$ cat config.mk
export PLATFORM = sky130hd
export DESIGN_NAME = iic_slave_rx_flat
export DESIGN_NICKNAME = d
export VERILOG_FILES = /design/src/rtl/iic_pkg.sv /design/src/rtl/iic_slave_rx_if.sv /design/src/rtl/iic_line_cond.sv /design/src/rtl/iic_slave_rx.sv /design/src/flat_wrapper.sv
export SDC_FILE = /design/constraint.sdc
export NUM_CORES = 1
export LEC_CHECK = 0
export ABC_CLOCK_PERIOD_IN_PS = 1800
export BUFFER_PORTS_ARGS = -buffer_cell sky130_fd_sc_hd__buf_2
export CAP_MARGIN = 15
export CELL_PAD_IN_SITES_DETAIL_PLACEMENT = 1
export CELL_PAD_IN_SITES_GLOBAL_PLACEMENT = 1
export CORE_MARGIN = 10
export CORE_UTILIZATION = 42
export DETAILED_ROUTE_END_ITERATION = 8
export GPL_TIMING_DRIVEN = 0
export PLACE_DENSITY_LB_ADDON = 0.25
export SLEW_MARGIN = 20
export SYNTH_ARGS = -nofsm -noshare
export SYNTH_HDL_FRONTEND = slang
export SYNTH_SLANG_ARGS = --single-unit
$ cat constraint.sdc
create_clock -name clk -period 1.8 [get_ports clk]
set_clock_uncertainty 0.05 [all_clocks]
set_input_delay 0.18 -clock clk [delete_from_list [all_inputs] [get_ports clk]]
set_output_delay 0.18 -clock clk [all_outputs]
set_load 0.05 [all_outputs]
$ cat src/rtl/iic_pkg.sv
// ---------------------------------------------------------------------------
// iic_pkg
// Shared definitions for the write-only I2C responder (iic_slave_rx):
//   state_e    - receive FSM states
//   CTRL_DATA  - control byte announcing a data stream (D/C = 1)
//   CTRL_CMD   - control byte announcing a command stream (D/C = 0)
//   OLED_ADDR  - default 8-bit address byte (7-bit 0x3C plus write bit 0)
//   DC_BIT     - position of the D/C flag inside the control byte
// ---------------------------------------------------------------------------
package iic_pkg;

    typedef enum logic [2:0] {
        ST_IDLE,
        ST_ADDR,
        ST_ADDR_ACK,
        ST_CTRL,
        ST_CTRL_ACK,
        ST_DATA,
        ST_DATA_ACK,
        ST_IGNORE
    } state_e;

    localparam logic [7:0] CTRL_DATA = 8'h40;
    localparam logic [7:0] CTRL_CMD  = 8'h00;
    localparam logic [7:0] OLED_ADDR = 8'h78;
    localparam int         DC_BIT    = 6;

endpackage

$ cat src/rtl/iic_slave_rx_if.sv
// ---------------------------------------------------------------------------
// iic_slave_rx_if
// Bus and fabric-side signals of iic_slave_rx.
//   scl, sda_in  : I2C lines as seen on the bus (driven by the master side)
//   sda_oe       : 1 = responder pulls SDA low (open-drain)
//   rx_data      : last received data byte
//   rx_dc        : D/C flag of rx_data (control byte bit 6)
//   rx_valid     : one-cycle pulse, rx_data/rx_dc valid
//   rx_stop      : one-cycle pulse on STOP ending an addressed transaction
//   addr_err     : one-cycle pulse when the address byte is NACKed
//   busy         : high from matched address ACK to STOP
// Modports: master (bus driver / fabric consumer), slave (the responder).
// ---------------------------------------------------------------------------
interface iic_slave_rx_if;

    logic       scl;
    logic       sda_in;
    logic       sda_oe;
    logic [7:0] rx_data;
    logic       rx_dc;
    logic       rx_valid;
    logic       rx_stop;
    logic       addr_err;
    logic       busy;

    modport master (
        output scl, sda_in,
        input  sda_oe, rx_data, rx_dc, rx_valid, rx_stop, addr_err, busy
    );

    modport slave (
        input  scl, sda_in,
        output sda_oe, rx_data, rx_dc, rx_valid, rx_stop, addr_err, busy
    );

endinterface

$ cat src/rtl/iic_line_cond.sv
// ---------------------------------------------------------------------------
// iic_line_cond
// Conditions one asynchronous I2C line for use in the clk domain: 2-flop
// synchronizer, optional glitch filter, level and edge outputs.
// Optional feature macro: IIC_GLITCH_FILTER_EN - when defined, the level
// only changes after FILT_LEN consecutive identical synchronized samples.
// Ports:
//   clk, rst  : system clock, synchronous active-high reset
//   line_i    : raw bus line
//   level_o   : conditioned level
//   rise_o    : one-cycle pulse on a conditioned 0->1 transition
//   fall_o    : one-cycle pulse on a conditioned 1->0 transition
// ---------------------------------------------------------------------------
module iic_line_cond #(
    parameter int FILT_LEN = 4
) (
    input  logic clk,
    input  logic rst,
    input  logic line_i,
    output logic level_o,
    output logic rise_o,
    output logic fall_o
);

    logic sync1_q, sync2_q, prev_q;
    logic level;

    // Idle I2C lines are high, so the pipeline resets to 1 to avoid a
    // false edge when reset is released on an idle bus.
    always_ff @(posedge clk) begin
        // NOTE: non-blocking assignments keep every flop sampling the
        // pre-edge value, which is what makes this a real 2-stage chain.
        if (rst) begin
            sync1_q <= 1'b1;
            sync2_q <= 1'b1;
            prev_q  <= 1'b1;
        end else begin
            sync1_q <= line_i;
            sync2_q <= sync1_q;
            prev_q  <= level;
        end
    end

`ifdef IIC_GLITCH_FILTER_EN
    localparam int CNT_W = (FILT_LEN > 1) ? $clog2(FILT_LEN) : 1;

    logic             filt_q, filt_d;
    logic [CNT_W-1:0] cnt_q, cnt_d;

    // cnt_q counts consecutive samples that disagree with the filtered
    // level; the level flips on the FILT_LEN-th one.
    always_comb begin
        filt_d = filt_q;
        cnt_d  = '0;
        if (sync2_q != filt_q) begin
            if (cnt_q == CNT_W'(FILT_LEN - 1)) begin
                filt_d = sync2_q;
            end else begin
                cnt_d = cnt_q + 1'b1;
            end
        end
    end

    always_ff @(posedge clk) begin
        if (rst) begin
            filt_q <= 1'b1;
            cnt_q  <= '0;
        end else begin
            filt_q <= filt_d;
            cnt_q  <= cnt_d;
        end
    end

    assign level = filt_q;
`else
    assign level = sync2_q;
`endif

    assign level_o = level;
    assign rise_o  = level & ~prev_q;
    assign fall_o  = ~level & prev_q;

endmodule

$ cat src/rtl/iic_slave_rx.sv
// ---------------------------------------------------------------------------
// iic_slave_rx
// Write-only I2C responder: detects START/STOP, matches SLAVE_ADDR, ACKs
// the address, control and data bytes, and hands each data byte with its
// D/C flag (control byte bit 6) to fabric logic. SCL/SDA are oversampled
// on clk; nothing is clocked by SCL.
// Optional feature macro: IIC_GLITCH_FILTER_EN (glitch filter of FILT_LEN
// samples on both lines, see iic_line_cond).
// Ports:
//   clk  : system clock
//   rst  : synchronous active-high reset
//   bus  : iic_slave_rx_if.slave (scl, sda_in in; sda_oe, rx_data, rx_dc,
//          rx_valid, rx_stop, addr_err, busy out)
// ---------------------------------------------------------------------------
module iic_slave_rx
    import iic_pkg::*;
#(
    parameter logic [7:0] SLAVE_ADDR = OLED_ADDR,
    parameter int         FILT_LEN   = 4
) (
    input  logic         clk,
    input  logic         rst,
    iic_slave_rx_if.slave bus
);

    logic scl_lvl, scl_rise, scl_fall;
    logic sda_lvl, sda_rise, sda_fall;

    iic_line_cond #(.FILT_LEN(FILT_LEN)) u_scl_cond (
        .clk(clk), .rst(rst), .line_i(bus.scl),
        .level_o(scl_lvl), .rise_o(scl_rise), .fall_o(scl_fall)
    );

    iic_line_cond #(.FILT_LEN(FILT_LEN)) u_sda_cond (
        .clk(clk), .rst(rst), .line_i(bus.sda_in),
        .level_o(sda_lvl), .rise_o(sda_rise), .fall_o(sda_fall)
    );

    // Both lines share the same pipeline delay, so the SCL level seen
    // alongside an SDA edge is the one the bus had at that moment.
    logic start_det, stop_det;
    assign start_det = sda_fall & scl_lvl;
    assign stop_det  = sda_rise & scl_lvl;

    state_e     state_q, state_d;
    logic [3:0] bit_cnt_q, bit_cnt_d;
    logic [7:0] shift_q, shift_d;
    logic [7:0] rx_data_q, rx_data_d;
    logic       sda_oe_q, sda_oe_d;
    logic       rx_dc_q, rx_dc_d;
    logic       rx_valid_q, rx_valid_d;
    logic       rx_stop_q, rx_stop_d;
    logic       addr_err_q, addr_err_d;
    logic       busy_q, busy_d;

    always_comb begin
        // NOTE: every output of this block gets a default first; a path that
        // leaves one unassigned would infer a latch.
        state_d    = state_q;
        bit_cnt_d  = bit_cnt_q;
        shift_d    = shift_q;
        rx_data_d  = rx_data_q;
        sda_oe_d   = sda_oe_q;
        rx_dc_d    = rx_dc_q;
        busy_d     = busy_q;
        rx_valid_d = 1'b0;
        rx_stop_d  = 1'b0;
        addr_err_d = 1'b0;

        if (start_det) begin
            // Repeated START restarts address decode; partial byte dropped.
            state_d   = ST_ADDR;
            bit_cnt_d = '0;
            sda_oe_d  = 1'b0;
        end else if (stop_det) begin
            state_d   = ST_IDLE;
            bit_cnt_d = '0;
            sda_oe_d  = 1'b0;
            rx_stop_d = busy_q;
            busy_d    = 1'b0;
        end else begin
            case (state_q)
                ST_ADDR, ST_CTRL, ST_DATA: begin
                    if (scl_rise && bit_cnt_q != 4'd8) begin
                        shift_d   = {shift_q[6:0], sda_lvl};
                        bit_cnt_d = bit_cnt_q + 4'd1;
                    end else if (scl_fall && bit_cnt_q == 4'd8) begin
                        // Falling edge after the 8th bit opens the ACK slot.
                        bit_cnt_d = '0;
                        if (state_q == ST_ADDR) begin
                            if (shift_q == SLAVE_ADDR) begin
                                state_d  = ST_ADDR_ACK;
                                sda_oe_d = 1'b1;
                                busy_d   = 1'b1;
                            end else begin
                                state_d    = ST_IGNORE;
                                addr_err_d = 1'b1;
                            end
                        end else if (state_q == ST_CTRL) begin
                            state_d  = ST_CTRL_ACK;
                            sda_oe_d = 1'b1;
                        end else begin
                            state_d    = ST_DATA_ACK;
                            sda_oe_d   = 1'b1;
                            rx_valid_d = 1'b1;
                            rx_data_d  = shift_q;
                        end
                    end
                end
                ST_ADDR_ACK, ST_CTRL_ACK, ST_DATA_ACK: begin
                    // Hold the ACK through the 9th SCL high; release on its fall.
                    if (scl_fall) begin
                        sda_oe_d = 1'b0;
                        state_d  = (state_q == ST_ADDR_ACK) ? ST_CTRL : ST_DATA;
                        if (state_q == ST_CTRL_ACK) begin
                            rx_dc_d = shift_q[DC_BIT];
                        end
                    end
                end
                default: ; // IDLE and IGNORE only react to START/STOP
            endcase
        end
    end

    always_ff @(posedge clk) begin
        if (rst) begin
            state_q    <= ST_IDLE;
            bit_cnt_q  <= '0;
            shift_q    <= '0;
            rx_data_q  <= '0;
            sda_oe_q   <= 1'b0;
            rx_dc_q    <= 1'b0;
            rx_valid_q <= 1'b0;
            rx_stop_q  <= 1'b0;
            addr_err_q <= 1'b0;
            busy_q     <= 1'b0;
        end else begin
            state_q    <= state_d;
            bit_cnt_q  <= bit_cnt_d;
            shift_q    <= shift_d;
            rx_data_q  <= rx_data_d;
            sda_oe_q   <= sda_oe_d;
            rx_dc_q    <= rx_dc_d;
            rx_valid_q <= rx_valid_d;
            rx_stop_q  <= rx_stop_d;
            addr_err_q <= addr_err_d;
            busy_q     <= busy_d;
        end
    end

    assign bus.sda_oe   = sda_oe_q;
    assign bus.rx_data  = rx_data_q;
    assign bus.rx_dc    = rx_dc_q;
    assign bus.rx_valid = rx_valid_q;
    assign bus.rx_stop  = rx_stop_q;
    assign bus.addr_err = addr_err_q;
    assign bus.busy     = busy_q;

endmodule

$ cat src/flat_wrapper.sv
// flat-port wrapper written by rule: the top's interface ports become plain ports
module iic_slave_rx_flat import iic_pkg::*;
#(
    parameter logic [7:0] SLAVE_ADDR = OLED_ADDR,
    parameter int         FILT_LEN   = 4
)
  (clk, rst, bus_scl, bus_sda_in, bus_sda_oe, bus_rx_data, bus_rx_dc, bus_rx_valid, bus_rx_stop, bus_addr_err, bus_busy);
  iic_slave_rx_if bus_i ();
  input  logic clk;
  input  logic rst;
  input wire logic [$bits(bus_i.scl)-1:0] bus_scl;
  input wire logic [$bits(bus_i.sda_in)-1:0] bus_sda_in;
  output wire logic [$bits(bus_i.sda_oe)-1:0] bus_sda_oe;
  output wire logic [$bits(bus_i.rx_data)-1:0] bus_rx_data;
  output wire logic [$bits(bus_i.rx_dc)-1:0] bus_rx_dc;
  output wire logic [$bits(bus_i.rx_valid)-1:0] bus_rx_valid;
  output wire logic [$bits(bus_i.rx_stop)-1:0] bus_rx_stop;
  output wire logic [$bits(bus_i.addr_err)-1:0] bus_addr_err;
  output wire logic [$bits(bus_i.busy)-1:0] bus_busy;
  assign bus_i.scl = bus_scl;
  assign bus_i.sda_in = bus_sda_in;
  assign bus_sda_oe = bus_i.sda_oe;
  assign bus_rx_data = bus_i.rx_data;
  assign bus_rx_dc = bus_i.rx_dc;
  assign bus_rx_valid = bus_i.rx_valid;
  assign bus_rx_stop = bus_i.rx_stop;
  assign bus_addr_err = bus_i.addr_err;
  assign bus_busy = bus_i.busy;
  iic_slave_rx #(.SLAVE_ADDR(SLAVE_ADDR), .FILT_LEN(FILT_LEN)) u_core (.clk(clk), .rst(rst), .bus(bus_i));
endmodule
---- Word level (Yosys, flattened, before mapping) ----
Index checks and enable logic that the tools add are counted.
word-level totals
  output and inout port bits .............. 14
  bits of input ports ..................... 4
  register bits after elaboration ......... 35
  logic and storage cells ................. 100
operators by class
  muxes and demuxes ....................... 25
  eq/ne operators ......................... 17
  bitwise operators ....................... 17
  $add $sub $neg .......................... 1
  reduce and logical (&&, ||, !) cells .... 23
operators with widths
  kind                   count
  $mux W3                6
  $mux W1                14
  $reduce_or A7 Y1       2
  $reduce_and A4 Y1      3
  $reduce_bool A2 Y1     6
  $reduce_or A3 Y1       4
  $not A1 Y1             11
  $reduce_and A5 Y1      2
  $eq A3 B3 Y1 const B   3
  $eq A8 B7 Y1 const B   1
  $mux W4                2
  $ne A4 B1 Y1 const B   2
  $reduce_and A7 Y1      1
  $and A1 B1 Y1          6
  $eq A3 B2 Y1 const B   2
  $ne A2 B1 Y1 const B   3
  $pmux W3 S2            1
  $reduce_and A6 Y1      1
  $add A4 B1 Y4 const B  1
  $eq A4 B4 Y1 const B   1
  $ne A4 B2 Y1 const B   1
  $ne A4 B4 Y1 const B   1
  $reduce_bool A4 Y1     1
  $eq A3 B1 Y1 const B   1
  other kinds (6)        7

---- Logic depth before layout (Yosys ltp) ----
Gate-level depths: netlist of run 1.
  depth after elaboration ................. 8
  mapped depth ............................ 7

---- Hierarchy ----
From an unflattened synthesis of run 1, not the netlist that was laid out.
second synthesis, totals
  cells, all modules ...................... 146
  area total of the unflattened synthesis .. 1421.4 um^2
modules (own cells, without submodules)
  module         area each (um^2)  times used  cells an instance
  iic_slave_rx   1236.2            1           130
  iic_line_cond  92.6              2           8

---- Worst setup path before layout of run 1 ----
OpenSTA, ideal clock, no wires.
  kind .................................... register to register
  from .................................... reg u_core.bit_cnt_q[0]
  to ...................................... reg u_core.state_q[1]
  required time ........................... 1680 ps
  data arrival time ....................... 1477 ps
  path buffers ............................ 1
  slack ................................... 203 ps
  period minus slack after synthesis ...... 1597 ps
  cell stages (with the launch flop) ...... 8
  path through ............................ dfxtp_1 inv_1 ha_1 and3b_1 and3_1 buf_2 or3_1 a21oi_1
between the ends
  longest elaborated chain between the ends .. 4
  elaborated cells between the ends (all ways) .. 7
  classes of those cells .................. eq/ne: 4; reduce/logical: 3
ends and longest elaborated chain
  item                                                                  line                                    text
  start, declared                                                       iic_slave_rx.sv:46                      logic [3:0] bit_cnt_q, bit_cnt_d;
  start signal, assigned                                                iic_slave_rx.sv:139                     bit_cnt_q <= bit_cnt_d;
  $ne A4 B4 Y1 / $eq A4 B4 Y1 (equally long branches)                   iic_slave_rx.sv:84, iic_slave_rx.sv:87
  $logic_and A1 B1 Y1 (on tied branches)                                iic_slave_rx.sv:84, iic_slave_rx.sv:87
  $ne A2 B2 Y1 (no source line) / $ne A2 B1 Y1 (equally long branches)  n/a
  $reduce_and A4 Y1 (no source line) (*)                                n/a
  end signal, assigned                                                  iic_slave_rx.sv:138                     state_q <= state_d;
  end, declared                                                         iic_slave_rx.sv:45                      state_e state_q, state_d;
Mark *: on every way between the ends. The rest lies on a longest branch, timed or not.
A chain may end at the register's enable or synchronous reset.

---- Final worst setup path of run 1 ----
  from .................................... reg u_core.state_q[0]
  to ...................................... reg u_core.state_q[2]
between the ends
  longest elaborated chain between the ends .. 5
  elaborated cells between the ends (all ways) .. 19
  classes of those cells .................. eq/ne: 9; mux: 6; reduce/logical: 4
ends and longest elaborated chain
  item          line                                    text
  $eq A3 B1 Y1  iic_slave_rx.sv:82, iic_slave_rx.sv:90
  $mux W3       iic_slave_rx.sv:90                      if (state_q == ST_ADDR) begin
  $mux W3       iic_slave_rx.sv:87                      end else if (scl_fall && bit_cnt_q == 4'd8) begin
  $mux W3       iic_slave_rx.sv:84                      if (scl_rise && bit_cnt_q != 4'd8) begin
  $pmux W3 S2   iic_slave_rx.sv:82                      case (state_q)
Several ways; a longest one is shown, not always the timed one. The select of a mux whose other input is x is not followed.

==> results, run 1 <==
- Registers take 703.2 um2.
- The count of buffer and inverter cells on the critical path is 1.
- In this run, synthesis inferred 0 flip-flops with an integrated enable.
- The number of nets still failing antenna checks after routing is 0.
- The wire-length estimate of the detail-placed layout is 2514 um.
- The starting DRC count in detailed routing is 34.
- The total wire length after detailed routing is 3456 um.
- At the end of routability-driven placement, the weighted congestion stood at 0.7602.
- The cell sitting at the root of the clock tree is a clkbuf_4.
- The worst hold path belongs to the class input port to flip-flop.
- Setup violations remaining at the end of the flow were counted as 0.
- The initialized floorplan defines 21 standard-cell rows.
- Data on the critical path is required at its endpoint by 1.98 ns.
- The clock network latency to the later pin of the worst-skew pair is 0.34 ns.
- The library cell with the highest instance count after synthesis is dfxtp_1.
- The number of H-tree levels is 2.
- Cells with a size suffix above 1 make up 21.51% of the layout.
- The cell-internal power is 0.0009484 W.
- The share of total power dissipated in sequential elements is 62.6%.
- For this run, the share of the core covered by cells in the final layout is 50.57%.
- For this run, the register share of the synthesized area comes to 48.95%.
- The number of clock buffers added by TritonCTS is 5.
- Fill cells in the final layout number 406.
- The final max-slew violation count is 0.
- The final hold violation count is 0.
- The width of the die is 78.38 um.
- After detailed routing, the number of remaining DRC violations is 0.
- The post-synthesis async set-or-reset flop share is 0%.
- In this run the worst path has a maximum fanout of 9.
- Net switching is 24.27% of the power.
- Across the VDD grid, the largest voltage drop is 0.0005275 V.
- The share of total power in the clock network is 33.4%.
- The total nets after synthesis is 165.
- The worst path uses 96.60% of the clock period.
- The biggest area contributor in the post-synthesis netlist is dfxtp_1.
- The length of the first detailed-routing pass in iterations is 4.
- The critical path's top delay family is simple AND/OR/NAND/NOR gates.
- Using the TritonRoute via totals, the vias-per-cell ratio works out to 5.254.
- In the final layout, the multi-input gates occupy 700.7 um2.
- The core footprint is 0.003311 mm2.
- The top-level port count is 18.
- The transition time at the pin with the least slew margin is 0.4564 ns.
- The sink count of the clock tree is 35.
- The via count of the first global-routing pass came to 1235.
- Global routing used 11.84% of the available tracks across all layers.
- The reported leakage power is 0.6962 nW.
- Compared with the post-synthesis result, the final layout area differs by 16.96%.
- The overall power is 0.001252 W.
- The net switching power figure is 0.0003040 W.
- Summing all placed instances gives a cell area of 0.001569 mm2.
- For this run, the slowest stage of the critical path takes 0.55 ns.
- Clock-pin slew was measured on the worst setup and hold paths at 0.11 ns.
- The height of the chip is 78.38 um.
- In this run, synthesis produced a sequential element count of 35.
- The warning count from the yosys run is 0.
- The nature of the critical path startpoint is a flip-flop.
- Sorting the synthesized cells by how often they occur yields dfxtp_1, a21oi_1, nor2_1.
- The total congestion overflow after global routing is 0.
- For this run, the leading register cell type out of synthesis is dfxtp_1.
- The number of unique standard cell types used by synthesis is 36.
- Power spread over the standard cell area amounts to 748.1 mW/mm2.
- The top-area cell type share of the netlist area is 48.95%.
- The number of max-capacitance violations reported is 0.
- The critical path class is flip-flop to flip-flop.
- The number of diodes added for antenna fixing is 0.
- Yosys attributes the largest share of cell area to dfxtp_1, mux2i_1, a21oi_1.
- The cell with the largest stage delay on the worst path is or4_4.
- The initial utilization of the core area, before any placement, comes to 43.24%.
- Input and output buffers added on the ports amount to 16.
- Setup repair after global routing left no endpoint under its margin.
- The run finished with clean final reports.
- In the final routed layout, each cell accounts on average for 14.90 um.
- The final-stage net count is 191.
- The number of standard cells after synthesis is 159.
- The CTS tree is built.
- STA puts the critical path data arrival time at 1.92 ns.
- The share of power burned in combinational logic is 4.0%.
- The global-route wire length before repair is 5892 um.
- The cell area after technology mapping is 0.001431 mm2.
- The number of antenna violations at the first check in global routing is 0.
- The worst path needs 1.739 ns of the cycle, external delays included.
- In this run, placement finished with an instance count of 221.
- The maximum number of pins on one net before global-route repair is 12.
- The fmax is 575.1 MHz.
- The largest buffer count on any clock path is 2.
- For this run, the number of standard cells in the final layout without fillers is 232.
- Once layout is done, the placed cells without fillers occupy 0.001674 mm2.
- The routed layout has 1219 vias.
- Traced cell by cell, the critical path runs through buf_4 -> or3b_1 -> or4_4 -> o221ai_1 -> a21oi_1.
- The synthesized area divided by synthesized cell count is 9.002 um2.
- The die covers 0.006143 mm2.
- The kind of end point of the critical path is a flip-flop.
- Headroom to the max-slew limit came out at 69.57%.
## metal layers
layer  up-vias  part of all wire [%]  global-route usage, %
met5         -                     0                      0
met2        12                    50                  19.90
met4         0                   1.3                  5.376
li1        606                     -                      -
met3         5                   3.1                  3.872
met1       596                    45                  13.33
## power groups by stage
| stage | combinational, W | sequential [W] | clock (W) |
|---|---|---|---|
| 2_1_floorplan | 0.0000340 | 0.000800 | 0 |
| 3_3_place_gp | 0.0000466 | 0.000800 | 0 |
| 3_5_place_dp | 0.0000482 | 0.000800 | 0 |
| 4_1_cts | 0.0000522 | 0.000783 | 0.000436 |
| 5_1_grt | 0.0000559 | 0.000786 | 0.000465 |
| 6_report | 0.0000496 | 0.000785 | 0.000418 |
## metrics by stage
step                      hold slack [ns]  setup TNS [ns]  setup WS (ns)
after global routing               0.3269               0       0.001175
after global placement             0.3163               0       0.005263
after detailed placement           0.3213         -0.5715       -0.09039
after floorplan                    0.2338               0         0.2029
final                              0.2489               0        0.06122
after CTS                          0.2444               0        0.03307
## layout by cell type, fill, tap and decap left out, drive strengths merged, types with 2 or more instances in the layout
master	Yosys	layout
a21oi	15	15
and2	2	2
and3	2	2
and3b	2	2
buf	4	22
clkbuf	4	9
dfxtp	35	35
dlygate4sd3	0	2
ha	2	2
inv	3	3
mux2i	9	9
nand2	8	8
nand2b	2	2
nand3	13	13
nand3b	2	2
nand4	3	3
nor2	14	14
nor2b	5	5
nor3	3	3
o21ai	10	10
or2	7	7
xor2	3	3
## path summary, 6_finish.rpt
kind	startpoint	end	slack (ns)	cells after the start
max	u_core.state_q[0]	u_core.state_q[2]	0.06	5
min	rst	u_core.u_scl_cond.sync1_q	0.25	2
max reg2reg	u_core.state_q[0]	u_core.state_q[2]	0.06	5
min reg2reg	u_core.u_scl_cond.sync1_q	u_core.u_scl_cond.level_o	0.37	1
## cell families after synthesis
family | after synthesis | synth area share [%]
multiplexers | 9 | 6.294
XOR/XNOR | 3 | 1.836
buffers and inverters | 11 | 3.321
AO/OA/AOI/OAI | 31 | 12.15
flip-flops | 35 | 48.95
adder cells (fa/ha/maj) | 2 | 1.748
AND/OR/NAND/NOR | 68 | 25.70
## worst register-to-register path: cells and delay by family (launching register included)
kind                   cells  cell delay (ns)
AND/OR/NAND/NOR            2             0.91
flip-flops                 1             0.33
AO/OA/AOI/OAI              2             0.20
buffers and inverters      1             0.14
## flip-flops by register name, indices dropped and copies added, names as in the netlist
signal                     count
u_core.bit_cnt_q               4
u_core.u_scl_cond.level_o      1
u_core.u_sda_cond.prev_q       1
u_core.bus.addr_err            1
u_core.state_q                 3
u_core.u_sda_cond.sync1_q      1
u_core.bus.rx_data             8
u_core.bus.busy                1
u_core.shift_q                 8
u_core.bus.rx_stop             1
u_core.u_scl_cond.sync1_q      1
u_core.bus.rx_dc               1
u_core.u_sda_cond.level_o      1
u_core.bus.sda_oe              1
u_core.bus.rx_valid            1
u_core.u_scl_cond.prev_q       1
## timing repair
action	in CTS	in global routing
setup endpoints to repair	11	13
gates resized for setup	1	5
cloned	0	0
pin swaps	1	0
hold buffers	2	0
buffers inserted	1	1
hold endpoints to repair	2	0
## cell type report
| cell class | count | share of cell area, % |
|---|---|---|
| Multi-Input combinational cell | 113 | 41.85 |
| Sequential cell | 35 | 42.00 |
| Buffer | 7 | 1.943 |
| Timing Repair Buffer | 20 | 6.876 |
| Clock buffer | 6 | 2.466 |
| Inverter | 3 | 0.6726 |
| Clock inverter | 2 | 0.7474 |
| Tap cell | 46 | 3.438 |
Power figures use the tool's default switching activity.
==> run 2: changes to the inputs <==
--- a/config.mk
+++ b/config.mk
@@ -11,7 +11,8 @@
 export CELL_PAD_IN_SITES_DETAIL_PLACEMENT = 1
 export CELL_PAD_IN_SITES_GLOBAL_PLACEMENT = 1
 export CORE_MARGIN = 10
-export CORE_UTILIZATION = 42
+export CORE_UTILIZATION = 45
+export CTS_BUF_LIST = sky130_fd_sc_hd__clkbuf_4 sky130_fd_sc_hd__clkbuf_8
 export DETAILED_ROUTE_END_ITERATION = 8
 export GPL_TIMING_DRIVEN = 0
 export PLACE_DENSITY_LB_ADDON = 0.25
==> run 2 against run 1 <==
Effect of this change:
- total power rose by 13%
- register-to-register slack hardly changed
- via count up 1.1%
- critical endpoint unchanged
- clock power up 39%
- combinational power is 1% higher
==> results, run 2 (synthesis gave the netlist of run 1 again) <==
- In the layout the commonest cells are dfxtp_1, buf_2, a21oi_1, nor2_1, nand3_1.
- The kind of end point of the critical path is a flip-flop.
- The aggregate negative setup slack is 0 ns.
- Clock latency on the worst-skew pair, taken at its later pin, is 0.36 ns.
- The sink count of the clock tree is 35.
- The area growth from synthesis to final layout is 19.41%.
- The worst flop-to-flop path endpoint is u_core.state_q[2].
- The post-placement cell area is 0.001567 mm2.
- In this run the worst path has a maximum fanout of 9.
- The final max-slew violation count was 0.
- In this run the clock root is driven by a clkbuf_4.
- During placement, the flow inserted port buffers numbering 16.
- Measured in cells, the most critical reg-to-reg path has a length of 5.
- The first element of the critical path is u_core.state_q[0].
- The number of DRC violations after detailed routing is 0.
- The nature of the critical path startpoint is a flip-flop.
- The overall fraction of global-route tracks in use is 12.28%.
- The cell depth of the worst hold path is 2.
- The first TritonRoute pass finished after 4 iterations.
- Across the run, the number of max-cap violations was 0.
- The fmax is 576.1 MHz.
- The number of fill cells in the layout is 394.
- The critical path ends at u_core.state_q[2].
- Setup repair after global routing left no endpoint under its margin.
- In this run the count of I/O pins placed on the die edge is 18.
- The placed wire-length estimate is 2450 um.
- The initial cell density of the core is 46.89%.
- For the worst setup path, the data required time is 1.98 ns.
- Setup slack on the worst reg-to-reg path comes out at 0.06 ns.
- The die covers 0.005837 mm2.
- The reg-to-reg startpoint is u_core.state_q[0].
- For this block, the initial DRC count from the detailed router was 91.
- The via count of the first global-routing pass is 1257.
- The final hold violation count is 0.
- The average wire per standard cell is 14.72 um.
- The layout cell share with drive strength beyond 1 is 23.53%.
- At the pin with the least slew margin, the transition time is 0.5184 ns.
- The total overflow left after global routing is 0.
- In this run the vertical extent of the chip is 76.40 um.
- Power spread over the standard cell area amounts to 827.3 mW/mm2.
- The total wire length after detailed routing is 3400 um.
- The critical path class is flip-flop to flip-flop.
- Measured along the x axis, the die boundary spans 76.40 um.
- The worst-case IR drop observed on VDD is 0.0005103 V.
- The count of endpoints failing setup in the final report is 0.
- The run finished with clean final reports.
- The average via count per standard cell is 5.333.
- The number of antenna violations at the first check in global routing is 0.
- The core region is 0.003053 mm2.
- Counting the buffers created by CTS gives 5.
- The commonest non-fill, non-tap cell in the layout is dfxtp_1.
- The maximum number of pins on one net before global-route repair is 13.
- The largest buffer count on any clock path is 2.
- The minimum clock period after layout is 1.736 ns.
- The final cycle utilization of the critical path is 96.43%.
- At the end of routability-driven placement, the weighted congestion stood at 0.7938.
- After clock tree synthesis, the clock-pin slew on the worst setup and hold paths is 0.12 ns.
- The completed layout was analyzed and its total power is 0.001414 W.
- The global-route wire length before repair is 5940 um.
- TritonCTS built the clock tree.
- The number of H-tree levels is 2.
- The number of cell rows is 20.
- The via count is 1232.
- The post-layout instance area is 0.001709 mm2.
- At the worst endpoint, the arrival time is 1.91 ns.
- The detail route stage leaves a number of antenna-violating nets equal to 0.
- The number of diodes added for antenna fixing is 0.
- Measured against its own limit, the worst slew margin works out to 65.36%.
- For this design the static power due to leakage is 0.7166 nW.
- The min-delay analysis places its worst path in the category input port to flip-flop.
- For this run, the post-layout net count is 192.
==> run 2: cell count changes in the layout (fill, tap and decap cells not counted) <==
cell        previous run  this run
a21oi_1               15        14
a21oi_2                0         1
and3b_1                2         1
and3b_2                0         1
buf_4                  3         4
bufinv_16              0         1
clkbuf_1               4         3
clkinv_4               0         1
clkinvlp_4             1         0
nor2b_1                5         4
nor2b_2                0         1
nor3b_1                0         1
nor3b_2                1         0
==> run 2: worst min path at each step <==
stage,startpoint,to,slack [ns]
floorplan,bus_scl,u_core.u_scl_cond.sync1_q,0.23
global placement,bus_sda_in,u_core.u_sda_cond.sync1_q,0.31
detailed placement,bus_sda_in,u_core.u_sda_cond.sync1_q,0.32
CTS,rst,u_core.u_scl_cond.level_o,0.23
global route,rst,u_core.u_scl_cond.sync1_q,0.27
finish,rst,u_core.u_scl_cond.sync1_q,0.22
==> run 2: report_power, final <==
group	internal [W]	leakage, nW	switching [W]
clock	0.000292	0.0452	0.000287
combinational	0.0000182	0.387	0.0000320
sequential	0.000780	0.284	0.00000476
total	0.00109	0.717	0.000324
==> run 2: timing repair <==
action	4_1_cts	5_1_grt
endpoints found under the setup margin	8	12
setup buffers	2	1
pin swaps	1	1
resized for setup	0	8
hold buffers	2	0
endpoints found under the hold margin	2	0
==> run 2: per-layer routing <==
metal	routed length (um)	global-route usage (%)	vias to the layer above
li1	-	-	612
met1	1609	14.88	596
met2	1623	19.73	17
met3	110	3.656	7
met4	57	5.019	0
met5	0	0	-
==> run 2: area by class of cell <==
| type | count | area [um2] | share of cell area (%) |
|---|---|---|---|
| Buffer | 7 | 32.53 | 1.903 |
| Timing Repair Buffer | 21 | 122.6 | 7.174 |
| Multi-Input combinational cell | 113 | 703.2 | 41.14 |
| Tap cell | 44 | 55.05 | 3.221 |
| Clock buffer | 5 | 37.54 | 2.196 |
| Inverter | 3 | 11.26 | 0.6589 |
| Sequential cell | 35 | 703.2 | 41.14 |
| Clock inverter | 3 | 43.79 | 2.562 |
==> run 2: per-stage QoR <==
stage | utilization, % | std cells | setup WS [ns] | hold slack, ns
after floorplan | - | 159 | 0.2029 | 0.2338
after global placement | 51.31 | 219 | 0.01444 | 0.3149
after detailed placement | 51.31 | 219 | -0.07280 | 0.3184
after CTS | 55.12 | 231 | 0.002127 | 0.2317
after global routing | 55.98 | 231 | 0.005360 | 0.2672
final | 55.98 | 231 | 0.06423 | 0.2199
==> run 2: critical path, stage by stage (launching register included) <==
cell      delay (ns)
dfxtp_1         0.32
buf_4           0.14
or3b_1          0.36
or4_4           0.55
o221ai_1        0.10
a21oi_1         0.09
==> run 3: changes to the inputs <==
--- a/config.mk
+++ b/config.mk
@@ -5,13 +5,14 @@
 export SDC_FILE = /design/constraint.sdc
 export NUM_CORES = 1
 export LEC_CHECK = 0
+export ABC_AREA = 1
 export ABC_CLOCK_PERIOD_IN_PS = 1800
 export BUFFER_PORTS_ARGS = -buffer_cell sky130_fd_sc_hd__buf_2
 export CAP_MARGIN = 15
 export CELL_PAD_IN_SITES_DETAIL_PLACEMENT = 1
 export CELL_PAD_IN_SITES_GLOBAL_PLACEMENT = 1
 export CORE_MARGIN = 10
-export CORE_UTILIZATION = 45
+export CORE_UTILIZATION = 43
 export CTS_BUF_LIST = sky130_fd_sc_hd__clkbuf_4 sky130_fd_sc_hd__clkbuf_8
 export DETAILED_ROUTE_END_ITERATION = 8
 export GPL_TIMING_DRIVEN = 0
==> run 3 against run 2 <==
Effect of this change:
- sequential share of layout area fell by 0.91 points
- register-to-register slack improved by 0.09 ns
- hold slack worse by 0.15 ns
- final cell count up 19%
- largest power group unchanged
- clock-buffer cell count rose by 1
==> results, run 3 <==
- The flow ran to the end, and the final reports show no timing, DRC or antenna violations.
- Compared with the post-synthesis result, the final layout area differs by 16.68%.
- Row generation in the floorplan step produced 21 rows.
- The largest buffer count on any clock path is 2.
- The cell with the largest stage delay on the worst path is dfxtp_1.
- The critical path's top delay family is simple AND/OR/NAND/NOR gates.
- After synthesis, flip-flops and latches occupy 46.94% of the total area.
- The H-tree generated during clock tree synthesis spans 2 levels.
- The synthesized area divided by synthesized cell count is 7.426 um2.
- Data on the critical path arrives at its endpoint at 1.85 ns.
- For this run, the share of the core covered by cells in the final layout is 52.19%.
- After filler insertion, the fill cell instance count of the layout stands at 464.
- After clock tree synthesis, the clock-pin slew on the worst setup and hold paths is 0.11 ns.
- The layout cell share with drive strength beyond 1 is 18.86%.
- The worst hold path passes through 2 cells.
- The aggregate negative setup slack is 0 ns.
- The sequential share of power is 54.3%.
- The Yosys step of the flow raised 0 warnings.
- Setup repair after global routing left no endpoint under its margin.
- The post-cts sizing count is 0.
- The post-synthesis async set-or-reset flop share is 0%.
- The via count is 1327.
- The cell-internal power is 0.001134 W.
- The final cycle utilization of the critical path is 91.41%.
- Headroom to the max-slew limit came out at 67.63%.
- The die is 78.92 um tall.
- The maximum number of pins on one net before global-route repair is 12.
- The first detailed-routing pass took 3 iterations.
- The share of total power consumed by net switching is 21.91%.
- In this run the critical register-to-register path is launched from u_core.bit_cnt_q[0].
- The initial utilization of the core area, before any placement, comes to 44.73%.
- The starting DRC count in detailed routing is 54.
- The via count of the first global-routing pass came to 1456.
- The worst path in the final design needs a cycle of 1.645 ns, including I/O delays and setup.
- The critical path class is flip-flop to flip-flop.
- The first global-routing pass estimated 6382 um of wire.
- The number of DRC violations after detailed routing is 0.
- After global routing the overflow that remains totals 0.
- The number of I/O port buffers is 17.
- The number of antenna diodes in the final layout is 0.
- STA puts the critical path data required time at 2.00 ns.
- On the worst path, the slowest cell contributes a delay of 0.40 ns.
- The final hold violation count is 0.
- The core region is 0.003337 mm2.
- The cell seen most often among critical-path stages is nand2_1.
- The number of nets still failing antenna checks after routing is 0.
- In this run the horizontal extent of the chip is 78.92 um.
- In this run the power spent charging and discharging nets is 0.0003183 W.
- The count of endpoints failing setup in the final report is 0.
- The kind of end point of the critical path is a flip-flop.
- In the final routed layout, each cell accounts on average for 13.43 um.
- The weighted congestion at the end of routability-driven global placement is 0.8241.
- The total wire length after detailed routing is 3681 um.
- The min-delay analysis places its worst path in the category input port to flip-flop.
- The fmax is 607.7 MHz.
- The clock network latency to the later pin of the worst-skew pair is 0.34 ns.
- The end point of the most critical hold path is u_core.u_scl_cond.sync1_q.
- The number of clock buffers added by TritonCTS is 5.
- The placed wire-length estimate is 2856 um.
- The number of standard cells after synthesis is 201.
- Counting distinct cell types in the post-synthesis netlist gives 26.
- The post-synthesis cell type with the largest combined area is dfxtp_1.
- After synthesis, the largest area contributor takes up 46.94% of total cell area.
- The transition time at the pin with the least slew margin is 0.4855 ns.
- The number of synthesized register bits is 35.
- The number of enable flip-flop cells after synthesis is 0.
- For this design the ratio of total power to cell area is 834.1 mW/mm2.
- The final max-slew violation count is 0.
- The reported leakage power is 0.8040 nW.
- The cell count of the worst reg-to-reg path is 9.
- The top-level port count is 18.
- Once the clock tree was built, the setup fixing pass inserted 0 buffers.
- Counting instances in the post-synthesis netlist gives the leading cell types as nand2_1, dfxtp_1, nor2_1.
- By instance count, the leading cell after synthesis is nand2_1.
- The count of buffer and inverter cells on the critical path is 2.
- Across every metal layer, demand over resource in global routing totals 12.79%.
- In the final design database the tool counted 233 nets.
- The commonest non-fill, non-tap cell in the layout is nand2_1.
- The sink count of the clock tree is 35.
- The overall die area is 0.006228 mm2.
- TritonCTS built the clock tree.
- The number of nets handed over by synthesis was 207.
- The worst flop-to-flop path endpoint is u_core.shift_q[6].
- The average via count per standard cell is 4.843.
- The nature of the critical path startpoint is a flip-flop.
- Across all register-to-register paths, the minimum setup slack is 0.15 ns.
- Across the run, the number of max-cap violations was 0.
- The share of total power in the clock network is 41.1%.
- The share of power burned in combinational logic is 4.6%.
- The beginning of the worst hold path is rst.
- In this run the worst path has a maximum fanout of 10.
- Ranked by total cell area, the synthesized netlist is headed by dfxtp_1, nand2_1, nor2_1.
- Across the VDD grid, the largest voltage drop is 0.0003971 V.
- The prevailing post-synth register cell is dfxtp_1.
- The number of antenna violations at the first check in global routing is 0.
- The synthesized netlist occupies a cell area of 0.001493 mm2.
- In this run the clock root is driven by a clkbuf_4.
- Traced cell by cell, the critical path runs through inv_1 -> ha_1 -> nand3_2 -> nand4_2 -> nor2_4 -> buf_6 -> nand2_1 -> nand2_1 -> nor2_1.
- Leaving out fill and tap cells, the most frequent cells in the layout are nand2_1, dfxtp_1, nor2_1.
run 3: changes by cell type in the layout (fill, tap and decap cells not counted), sizes merged, moves of 3 or more:
cell and delta:
nand2 +42, inv +24, nor2 +18, mux2i -9, nor2b -5, nand3 -4
a21oi +3, buf -3, o21ai +3, or2 -3
run 3: worst max-delay path by stage:
stage | endpoint | cells after the start | slack (ns) | from
finish | u_core.shift_q[6] | 9 | 0.15 | u_core.bit_cnt_q[0]
global route | u_core.shift_q[5] | 9 | 0.03 | u_core.bit_cnt_q[0]
CTS | u_core.shift_q[6] | 9 | 0.14 | u_core.bit_cnt_q[0]
detailed placement | u_core.shift_q[6] | 9 | 0.14 | u_core.bit_cnt_q[0]
global placement | u_core.shift_q[6] | 9 | 0.18 | u_core.bit_cnt_q[0]
floorplan | u_core.shift_q[5] | 9 | 0.36 | u_core.bit_cnt_q[0]
run 3: routing by layer:
| metal | share of wire, % | GRT usage [%] | vias up |
|---|---|---|---|
| met1 | 41 | 12.06 | 632 |
| met4 | 1.5 | 6.452 | 0 |
| met5 | 0 | 0 | - |
| li1 | - | - | 679 |
| met3 | 3.2 | 4.392 | 5 |
| met2 | 54 | 24.01 | 11 |
run 3: logic make-up (layout without fill, tap and decap cells):
| logic type | Yosys count | in the layout | share of synthesized area (%) |
|---|---|---|---|
| adder cells (fa/ha/maj) | 2 | 2 | 1.676 |
| flip-flops | 35 | 35 | 46.94 |
| AO/OA/AOI/OAI | 32 | 32 | 11.57 |
| buffers and inverters | 31 | 58 | 8.801 |
| XOR/XNOR | 2 | 2 | 1.174 |
| AND/OR/NAND/NOR | 99 | 99 | 29.84 |
run 3: worst register-to-register path, cell delays in order (launching register included):
cell and delay, ns:
dfxtp_1 0.40, inv_1 0.06, ha_1 0.23, nand3_2 0.14, nand4_2 0.14, nor2_4 0.21, buf_6 0.17, nand2_1 0.06
nand2_1 0.05, nor2_1 0.04
run 3: final cells by class:
class | instances | area, um2 | area share (%)
inverter | 27 | 101.3 | 5.819
tap | 46 | 57.56 | 3.305
multi-input combinational | 135 | 660.6 | 37.93
clock buffer | 6 | 51.30 | 2.945
buffer | 4 | 30.03 | 1.724
clock inverter | 2 | 35.03 | 2.011
sequential | 35 | 700.7 | 40.23
timing repair buffer | 19 | 105.1 | 6.034
run 3: what timing repair did:
item                                   in CTS  in global routing
setup endpoints to repair                   0                  0
endpoints found under the hold margin       2                  0
hold buffers                                2                  0
run 3: through the flow:
step	hold slack (ns)	setup slack [ns]	area, um2	cells	power, W
floorplan	0.2338	0.3632	1493	201	0.0008513
global placement	0.3152	0.1820	1635	264	0.0008680
detailed placement	0.3193	0.1427	1635	264	0.0008703
CTS	0.06163	0.1403	1742	274	0.001467
global route	0.07005	0.03313	1742	274	0.001511
finish	0.06619	0.1546	1742	274	0.001453
run 3: power by group through the flow:
stage	Combinational (W)	Clock (W)	Sequential, W
finish	0.0000672	0.000597	0.000789
global route	0.0000762	0.000644	0.000791
CTS	0.0000679	0.000610	0.000789
detailed placement	0.0000637	0	0.000807
global placement	0.0000617	0	0.000806
floorplan	0.0000463	0	0.000805
